### src/rtl/pmem_pkg.sv
// rtl/pmem_pkg.sv - shared widths and types for the cache physical-memory port
package pmem_pkg;

    localparam int LINE_W  = 256;
    localparam int BURST_W = 64;
    localparam int BEATS   = LINE_W / BURST_W;

    typedef enum logic [1:0] {
        IDLE,
        RD_BURST,
        WR_BURST,
        DONE
    } adaptor_state_t;

    typedef logic [LINE_W-1:0] line_t;

endpackage

### src/rtl/cacheline_adaptor.sv
// rtl/cacheline_adaptor.sv - converts one-line cache requests into 4-beat 64-bit memory bursts
module cacheline_adaptor
    import pmem_pkg::*;
(
    input  logic         clk,
    input  logic         rst,
    input  logic [255:0] line_i,
    output logic [255:0] line_o,
    input  logic [31:0]  address_i,
    input  logic         read_i,
    input  logic         write_i,
    output logic         resp_o,
    input  logic [63:0]  burst_i,
    output logic [63:0]  burst_o,
    output logic [31:0]  address_o,
    output logic         read_o,
    output logic         write_o,
    input  logic         resp_i
);

    adaptor_state_t state;
    logic [1:0]     cnt;
    line_t          line_reg;
    logic           last_beat;
    logic           unused_addr_bits;

    assign unused_addr_bits = ^address_i[4:0];
    assign last_beat        = (cnt == 2'(BEATS - 1));

    // line_reg holds the writeback line, or accumulates a fill so line_o only
    // changes once the whole line has arrived
    always_ff @(posedge clk or posedge rst) begin
        if (rst) begin
            state     <= IDLE;
            cnt       <= 2'd0;
            line_reg  <= '0;
            line_o    <= '0;
            address_o <= '0;
        end else begin
            case (state)
                IDLE: begin
                    if (write_i) begin
                        line_reg  <= line_i;
                        address_o <= {address_i[31:5], 5'b0};
                        cnt       <= 2'd0;
                        state     <= WR_BURST;
                    end else if (read_i) begin
                        address_o <= {address_i[31:5], 5'b0};
                        cnt       <= 2'd0;
                        state     <= RD_BURST;
                    end
                end
                RD_BURST: begin
                    if (resp_i) begin
                        line_reg[BURST_W*cnt +: BURST_W] <= burst_i;
                        cnt <= cnt + 2'd1;
                        if (last_beat) begin
                            line_o <= {burst_i, line_reg[LINE_W-BURST_W-1:0]};
                            state  <= DONE;
                        end
                    end
                end
                WR_BURST: begin
                    if (resp_i) begin
                        cnt <= cnt + 2'd1;
                        if (last_beat) begin
                            state <= DONE;
                        end
                    end
                end
                default: state <= IDLE;
            endcase
        end
    end

    assign read_o  = (state == RD_BURST);
    assign write_o = (state == WR_BURST);
    assign resp_o  = (state == DONE);
    assign burst_o = line_reg[BURST_W*cnt +: BURST_W];

endmodule

### config.mk
export PLATFORM = sky130hd
export DESIGN_NAME = cacheline_adaptor
export DESIGN_NICKNAME = d
export VERILOG_FILES = /design/src/rtl/pmem_pkg.sv /design/src/rtl/cacheline_adaptor.sv
export SDC_FILE = /design/constraint.sdc
export NUM_CORES = 1
export LEC_CHECK = 0
export BUFFER_PORTS_ARGS = -buffer_cell sky130_fd_sc_hd__buf_2
export CAP_MARGIN = 15
export CELL_PAD_IN_SITES_DETAIL_PLACEMENT = 1
export CELL_PAD_IN_SITES_GLOBAL_PLACEMENT = 1
export CORE_AREA = 2 2 280 282
export DETAILED_ROUTE_END_ITERATION = 7
export DIE_AREA = 0 0 282 284
export PLACE_DENSITY = 0.76
export REMOVE_ABC_BUFFERS = 1
export SYNTH_ARGS = -nofsm -noshare
export SYNTH_HDL_FRONTEND = slang
export SYNTH_SLANG_ARGS = --single-unit
### constraint.sdc
create_clock -name clk -period 21.3 [get_ports clk]
set_input_delay 2.13 -clock clk [delete_from_list [all_inputs] [get_ports clk]]
set_output_delay 2.13 -clock clk [all_outputs]
set_load 0.01 [all_outputs]
==> impl_metrics.ini, run 1 <==
[detailed_routing]
vias_per_cell = 5.50
met2_length_mm = 47.9
drtPass1Iterations = 5
dr_total_vias = 19200
wire_per_inst_um = 27.4
drc = 0
postRouteAntennaNets = 0
wl_met3_mm = 6.61
drt-total-wl_mm = 95.5
wl_met1_mm = 36.9
dr.max_layer_used = met5
drt_iter0_markers = 1179

[logic_synthesis]
yosysTopAreaCellShare_pct = 53.1
synth_area_leaders = dfrtp_1, mux2_2, mux4_2
synth_seq_area_share_pct = 53.1
async_reset_ff_share_pct = 100
ys_seq_elements = 543
synth_area_sq_um = 25600
synth_cell_types = 34
ys.flop_type = dfrtp_1
syn_area_per_cell_sq_um = 14.7
yosysTopAreaCell = dfrtp_1
yosysMostFrequentCell = dfrtp_1
ys_warn_count = 0
synth_cells = 1737
synth_edf_count = 0
netlist_top_cells_count = dfrtp_1, mux2_2, a32o_1

[floorplan]
core_sq_um = 77000
initial_utilization_pct = 33.2
die_y_um = 284
die_width_um = 282
io-pin-count = 712
dieArea_sq_um = 80100
rows = 102

[clock_network]
clkLatencyLatePin_ns = 0.61
htree_levels = 2
cts_resized = 0
hold_buffers = 0
cts_made_buffers = 61
cts_sinks = 543
postCtsSetupBuffers = 0
cts_tree = yes
cts_root_buf = clkbuf_16
clkSlewWorstSetupHoldPaths_ns = 0.06
clockBufferDepth = 3

[sta]
final_hold_viol_count = 0
slew_headroom_pct = 22.1
clock.fmax_mhz = 198
fin_crit_sh_pct = 23.8
tightest_slew_ns = 1.17
setup_tns_ns = 0
setup_viol = 0
rsz0062_at_grt = no
finalCriticalPeriod_ns = 5.06
drv_slew = 0
fin_skew_ns = 0.0207

[global_route]
overflow = 0
grt_pass1_wl_mm = 142
first_global_vias = 21700
antenna_found_initial = 23
grt_max_degree = 134
grt_usage_pct = 23.3

[worst_setup_path]
arrival_ns = 5.57
critPathMaxFanout = 131
critPathCaptureType = asynchronous set/reset pin
required_ns = 21.80
crit_type = in -> async
startpoint_type = input port
rrSetupSlack_ns = 16.49

[finish]
design_area_sq_um = 32100
fin_nets = 2741
synthToLayoutAreaGrowth_pct = 25.6
drive_above_1_share_pct = 58.9

[hold_path]
hold_class = reg -> reg

[power]
power_density_nw_per_um2 = 168
p_leak_nw = 16.0
ir_drop_mv = 0.149

[placed_design]
io_buffer_count = 701
placed_area_sq_um = 29900
hpwl_mm = 62.6
finalWeightedCongestion = 0.841

[job]
cap_violations = 0

[status]
status = complete, no violations
==> critical path: stages <==
cell and delay (ns):
buf_2 0.13, inv_8 0.54, buf_4 0.80, buf_4 0.78, buf_4 0.84
==> final timing paths <==
kind,start,endpoint,cells past startpoint
max in group clk,cnt[1],burst_o[21],3
worst max-delay path,rst,cnt[0],5
worst min-delay path,line_o[15],line_o[15],1
min in group asynchronous,rst,line_reg[96],2
worst max register to register,cnt[1],line_reg[207],7
worst min register to register,line_o[15],line_o[15],1
==> stage by stage <==
| step | setup slack, ns | hold WS [ns] | instances | power, mW | util [%] |
|---|---|---|---|---|---|
| after floorplan | 3.99 | 0.471 | 1577 | 3.22 | - |
| after global placement | 15.60 | 0.466 | 3352 | 4.14 | 38.9 |
| after detailed placement | 15.47 | 0.488 | 3352 | 4.27 | 38.9 |
| after CTS | 16.16 | 0.501 | 3467 | 5.43 | 41.7 |
| after global routing | 15.75 | 0.507 | 3487 | 5.65 | 41.7 |
| final | 16.24 | 0.498 | 3487 | 5.40 | 41.7 |
==> cell type report <==
cell class / instances / area [sq um]
fillers: 8255 / 44800
flip-flops and latches: 543 / 13600
multi-input cells: 1022 / 11200
repair buffers: 735 / 3780
clock buffers: 93 / 1870
well taps: 1040 / 1300
clock inverters: 22 / 302
inverters: 12 / 57.6
diodes: 20 / 50.0
==> logic make-up after synthesis <==
group                    Yosys count  synth area share, %
buffers and inverters            176                 3.55
flip-flops                       543                 53.1
AND/OR/NAND/NOR                  135                 3.20
AO/OA/AOI/OAI                    270                 10.3
other                              1               0.0147
adder cells (fa/ha/maj)            9                0.440
multiplexers                     603                 29.4
==> cells in the final DEF (no fill, tap or decap), types with 2 or more instances in the layout <==
| master | Yosys | layout |
|---|---|---|
| buf_2 | 33 | 701 |
| dfrtp_1 | 543 | 541 |
| mux2_2 | 504 | 504 |
| a32o_1 | 123 | 123 |
| nor2b_1 | 100 | 95 |
| a41o_1 | 94 | 94 |
| mux4_2 | 64 | 64 |
| clkbuf_16 | 0 | 61 |
| o2bb2ai_1 | 34 | 34 |
| buf_4 | 7 | 33 |
| mux2_1 | 26 | 26 |
| clkbuf_8 | 0 | 22 |
| diode_2 | 0 | 20 |
| nand2b_1 | 17 | 17 |
| nand2_1 | 11 | 11 |
| inv_1 | 11 | 10 |
| clkbuf_1 | 91 | 10 |
| clkinv_2 | 0 | 10 |
| mux2i_1 | 8 | 8 |
| bufinv_16 | 0 | 7 |
| ha_1 | 9 | 6 |
| nor2b_4 | 0 | 5 |
| o21ai_0 | 5 | 5 |
| a32oi_1 | 5 | 5 |
| conb_1 | 1 | 5 |
| inv_6 | 0 | 4 |
| a21oi_4 | 4 | 4 |
| nor2_1 | 2 | 2 |
| nand4b_1 | 2 | 2 |
| ha_2 | 0 | 2 |
| clkinvlp_4 | 0 | 2 |
| dfrtp_4 | 0 | 2 |
==> report_power, final <==
part,internal (mW),leakage (nW),switching [mW],total [mW]
combinational,1.11,7.93,1.34,2.45
sequential,1.51,6.96,0.314,1.82
clock,0.686,1.07,0.446,1.13
total,3.30,16.0,2.10,5.40
==> metal layers <==
metal | vias to the layer above | global-route usage [%]
li1 | 7986 | -
met1 | 10100 | 28.1
met2 | 884 | 40.0
met3 | 237 | 4.46
met4 | 6 | 10.5
met5 | - | 0
(Power assumes the default switching activity.)
==> run 2, diff against run 1 <==
--- a/config.mk
+++ b/config.mk
@@ -9,10 +9,10 @@
 export CAP_MARGIN = 15
 export CELL_PAD_IN_SITES_DETAIL_PLACEMENT = 1
 export CELL_PAD_IN_SITES_GLOBAL_PLACEMENT = 1
-export CORE_AREA = 2 2 280 282
+export CORE_AREA = 2 2 279 281
 export DETAILED_ROUTE_END_ITERATION = 7
-export DIE_AREA = 0 0 282 284
-export PLACE_DENSITY = 0.76
+export DIE_AREA = 0 0 281 283
+export PLACE_DENSITY = 0.79
 export REMOVE_ABC_BUFFERS = 1
 export SYNTH_ARGS = -nofsm -noshare
 export SYNTH_HDL_FRONTEND = slang
==> constraint.sdc (replaced) <==
create_clock -name clk -period 4.2 [get_ports clk]
set_input_delay 0.42 -clock clk [delete_from_list [all_inputs] [get_ports clk]]
set_output_delay 0.42 -clock clk [all_outputs]
set_load 0.01 [all_outputs]
==> impl_metrics.ini, run 2 (same netlist as run 1, synthesis figures left out) <==
[status]
status = finished, violations left
violations = negative hold slack

[finish]
drive_above_1_share_pct = 58.7
synthToLayoutAreaGrowth_pct = 27.2
multiInputGateArea_sq_um = 11200
register_area_sq_um = 13600
fillCellCount = 8057
fin_cells = 3509
design_area_sq_um = 32500
fin_nets = 2763
final_common_cell = buf_2
most-common-layout-cells = buf_2, dfrtp_1, mux2_2, a32o_1, nor2b_1

[global_route]
busiest_layer = met2
overflow = 0
grt_util_met2_pct = 40.9
use_met3_pct = 5.85
grt_max_degree = 113
grt_pass1_wl_mm = 146
first_global_vias = 21800
antenna_found_initial = 32
gr-usage-met1_pct = 29.4
grt_usage_pct = 24.4

[placed_design]
placed_area_sq_um = 30300
dp.cells = 3365
hpwl_mm = 64.3
io_buffer_count = 701
finalWeightedCongestion = 0.859

[sta]
holdWs_ns = -0.0298
drv_slew = 0
slew_headroom_pct = 32.8
tightest_slew_ns = 1.01
fin_crit_sh_pct = 72.8
setup_viol = 0
rsz0062_at_grt = no
clock.fmax_mhz = 327
finalCriticalPeriod_ns = 3.06
final_hold_viol_count = 7
fin_skew_ns = 0.0257

[floorplan]
rows = 102
die_width_um = 281
dieArea_sq_um = 79500
initial_utilization_pct = 33.4
core_sq_um = 76700
io-pin-count = 712
die_y_um = 283

[detailed_routing]
dr_total_vias = 19600
wire_per_inst_um = 28.2
vias_per_cell = 5.58
drc = 0
drt_iter0_markers = 1287
drtPass1Iterations = 5
drt-total-wl_mm = 98.8
postRouteAntennaNets = 0

[hold_path]
hold_class = in -> async

[worst_setup_path]
path_depth = 3
startpoint_type = flip-flop
crit_slowest_cell = mux4_2
critPathCaptureType = output pin
rrSetupSlack_ns = 1.47
arrival_ns = 2.64
path_cells = buf_4 -> mux4_2 -> buf_2
crit_type = reg -> out
required_ns = 3.78
cp_num_buf_inv = 2
max_stage_delay_ns = 0.66
critPathMaxFanout = 41
rr_worst_depth = 6
crit_family = buffers and inverters

[clock_network]
clkLatencyLatePin_ns = 0.62
cts_root_buf = clkbuf_16
cts_sinks = 543
cts_made_buffers = 60
clockBufferDepth = 3
postCtsSetupBuffers = 0
hold_buffers = 10
cts_resized = 0
htree_levels = 2
clkSlewWorstSetupHoldPaths_ns = 0.07
cts_tree = yes

[power]
p_leak_nw = 16.1
seqPwrFrac_pct = 33.3
power.switching_mw = 10.8
combPwrFrac_pct = 46.0
swShare_pct = 39.0
power_density_nw_per_um2 = 849
p_int_mw = 16.8
clockPowerShare_pct = 20.7
ir_drop_mv = 0.863

[job]
cap_violations = 0
run 2: layout make-up:
| class | count | share of cell area [%] |
|---|---|---|
| clock buffers | 86 | 5.41 |
| repair buffers | 758 | 12.9 |
| inverters | 12 | 0.177 |
| diodes | 25 | 0.192 |
| multi-input cells | 1022 | 34.4 |
| flip-flops and latches | 543 | 41.8 |
| clock inverters | 23 | 1.10 |
| well taps | 1040 | 4.00 |
run 2: path summary, 6_finish.rpt:
kind | to | start
setup / recovery | burst_o[39] | cnt[0]
hold / removal | line_reg[101] | rst
setup reg to reg | line_reg[201] | cnt[0]
hold reg to reg | line_o[127] | line_o[127]
max in group asynchronous | line_o[1] | rst
min in group clk | address_o[27] | address_i[27]
run 2: power by group through the flow:
| stage | clock network, mW | registers, mW | logic (mW) |
|---|---|---|---|
| 3_3_place_gp | 0 | 8.99 | 12.2 |
| 6_report | 5.72 | 9.20 | 12.7 |
| 3_5_place_dp | 0 | 9.24 | 12.6 |
| 5_1_grt | 6.04 | 9.47 | 13.4 |
| 2_1_floorplan | 0 | 9.45 | 6.89 |
| 4_1_cts | 5.82 | 9.17 | 12.7 |
run 2: routing by layer:
layer	vias up	share of wire, %
li1	8028	-
met1	10400	39
met2	887	50
met3	255	7.4
met4	12	4.2
met5	-	0.079
run 2: metrics by stage:
stage / setup WS [ns] / power, mW / hold slack, ns / TNS, ns / utilization (%)
after global routing: 1.03 / 28.9 / 0.0180 / 0 / 42.4
after global placement: 1.58 / 21.2 / 0.463 / 0 / 39.4
after floorplan: -11.40 / 16.3 / 0.471 / -8702.05 / -
after detailed placement: 1.50 / 21.8 / 0.469 / 0 / 39.4
after CTS: 1.08 / 27.7 / 0.000381 / 0 / 42.3
final: 1.14 / 27.6 / -0.0298 / 0 / 42.4
==> run 3, diff against run 2 <==
==> constraint.sdc (replaced) <==
create_clock -name clk -period 2.6 [get_ports clk]
set_input_delay 0.26 -clock clk [delete_from_list [all_inputs] [get_ports clk]]
set_output_delay 0.26 -clock clk [all_outputs]
set_load 0.01 [all_outputs]
==> impl_metrics.ini, run 3 (same netlist as run 1, synthesis figures left out) <==
[worst_setup_path]
timing.rr.end = line_reg[147]
r2r_start = cnt[1]
crit_type = reg -> reg
startpoint_type = flip-flop
rrSetupSlack_ns = 0.03
required_ns = 3.17
crit_end = line_reg[147]
cp-startpoint = cnt[1]
rr_worst_depth = 6
critPathCaptureType = flip-flop
arrival_ns = 3.14
critPathMaxFanout = 25

[floorplan]
initial_utilization_pct = 33.4
die_y_um = 283
dieArea_sq_um = 79500
rows = 102
io-pin-count = 712
core_sq_um = 76700
die_width_um = 281

[clock_network]
cts_root_buf = clkbuf_16
htree_levels = 2
cts_made_buffers = 60
clockBufferDepth = 3
cts_sinks = 543
clkSlewWorstSetupHoldPaths_ns = 0.06
cts_tree = yes
clkLatencyLatePin_ns = 0.64

[power]
p_leak_nw = 17.3
ir_drop_mv = 1.10
power.switching_mw = 18.4
clockPowerShare_pct = 19.0
p_int_mw = 27.5
power_density_nw_per_um2 = 1300
combPwrFrac_pct = 48.1
p_total_mw = 45.9
seqPwrFrac_pct = 33.0
swShare_pct = 40.1

[placed_design]
dp.cells = 3399
placed_area_sq_um = 30600
finalWeightedCongestion = 0.865
io_buffer_count = 701
dp_slack_ns = -0.0176
hpwl_mm = 66.6

[finish]
design_area_sq_um = 35300
most-common-layout-cells = buf_2, dfrtp_1, mux2_2, dlygate4sd3_1, a32o_1
fin_cells = 3773
fin_nets = 3033
synthToLayoutAreaGrowth_pct = 37.8
finalCoreUtilization_pct = 46.0
final_common_cell = buf_2
drive_above_1_share_pct = 54.3

[sta]
setup_tns_ns = 0
tightest_slew_ns = 1.16
slew_headroom_pct = 22.6
drv_slew = 0
finalCriticalPeriod_ns = 2.57
fin_skew_ns = 0.0179
final_hold_viol_count = 0
rsz0062_at_grt = yes
setup_viol = 0
worst_slack_ns = 0.0297
holdWs_ns = 0.0356
fin_crit_sh_pct = 98.9
clock.fmax_mhz = 389

[detailed_routing]
vias_per_cell = 5.64
drc = 0
met2_length_mm = 55.5
wire_per_inst_um = 29.5
dr_total_vias = 21300
wl_met3_mm = 8.73
drt_iter0_markers = 1717
wl_met1_mm = 40.4
drtPass1Iterations = 6
postRouteAntennaNets = 0
drt-total-wl_mm = 111
dr.max_layer_used = met5

[hold_path]
hold_class = in -> reg
hp-start = line_i[4]

[global_route]
grt_pass1_wl_mm = 162
grt_usage_pct = 27.3
overflow = 0
grt_max_degree = 87
first_global_vias = 24300
antenna_found_initial = 28

[status]
status = complete, no violations

[job]
cap_violations = 0
-- run 3: final cells by class --
cell class                 count  area [sq um]
antenna                       20          50.0
clock buffer                  89          1770
clock inverter                19           183
fill                        7956         41400
inverter                      12          57.6
multi-input combinational   1022         11200
sequential                   543         13600
tap                         1040          1300
timing repair buffer        1028          7110
-- run 3: worst min path at each step --
stage | cells past startpoint | to | slack, ns
final | 3 | line_reg[4] | 0.04
after global routing | 3 | line_reg[4] | 0.01
after CTS | 3 | line_reg[198] | 0.0002
after detailed placement | 2 | line_o[50] | 0.39
after global placement | 2 | line_o[50] | 0.38
after floorplan | 1 | address_o[10] | 0.41
-- run 3: timing repair --
| action | in CTS | in global routing |
|---|---|---|
| setup endpoints to repair | 76 | 44 |
| setup buffers | 0 | 3 |
| hold buffers | 239 | 0 |
| endpoints found under the hold margin | 284 | 0 |
| cloned | 1 | 2 |
| resized for setup | 9 | 3 |
-- run 3: worst max-delay path: stages, from the launching register on --
cell and delay, ns:
dfrtp_4 0.44, inv_1 0.10, ha_2 0.35, nor2b_4 0.92
buf_4 0.33, a41o_1 0.19, mux2_2 0.14
-- run 3: power by group through the flow --
stage | Clock [mW] | Combinational [mW] | Sequential (mW)
finish | 8.70 | 22.1 | 15.1
detailed placement | 0 | 20.7 | 14.9
CTS | 8.70 | 21.4 | 14.9
global placement | 0 | 20.1 | 14.6
floorplan | 0 | 11.1 | 15.3
global route | 9.15 | 23.0 | 15.5
-- run 3: routing by layer --
| metal | GRT usage (%) | up-vias |
|---|---|---|
| li1 | - | 8534 |
| met1 | 31.9 | 11100 |
| met2 | 45.6 | 1232 |
| met3 | 6.27 | 387 |
| met4 | 16.2 | 14 |
| met5 | 0 | - |
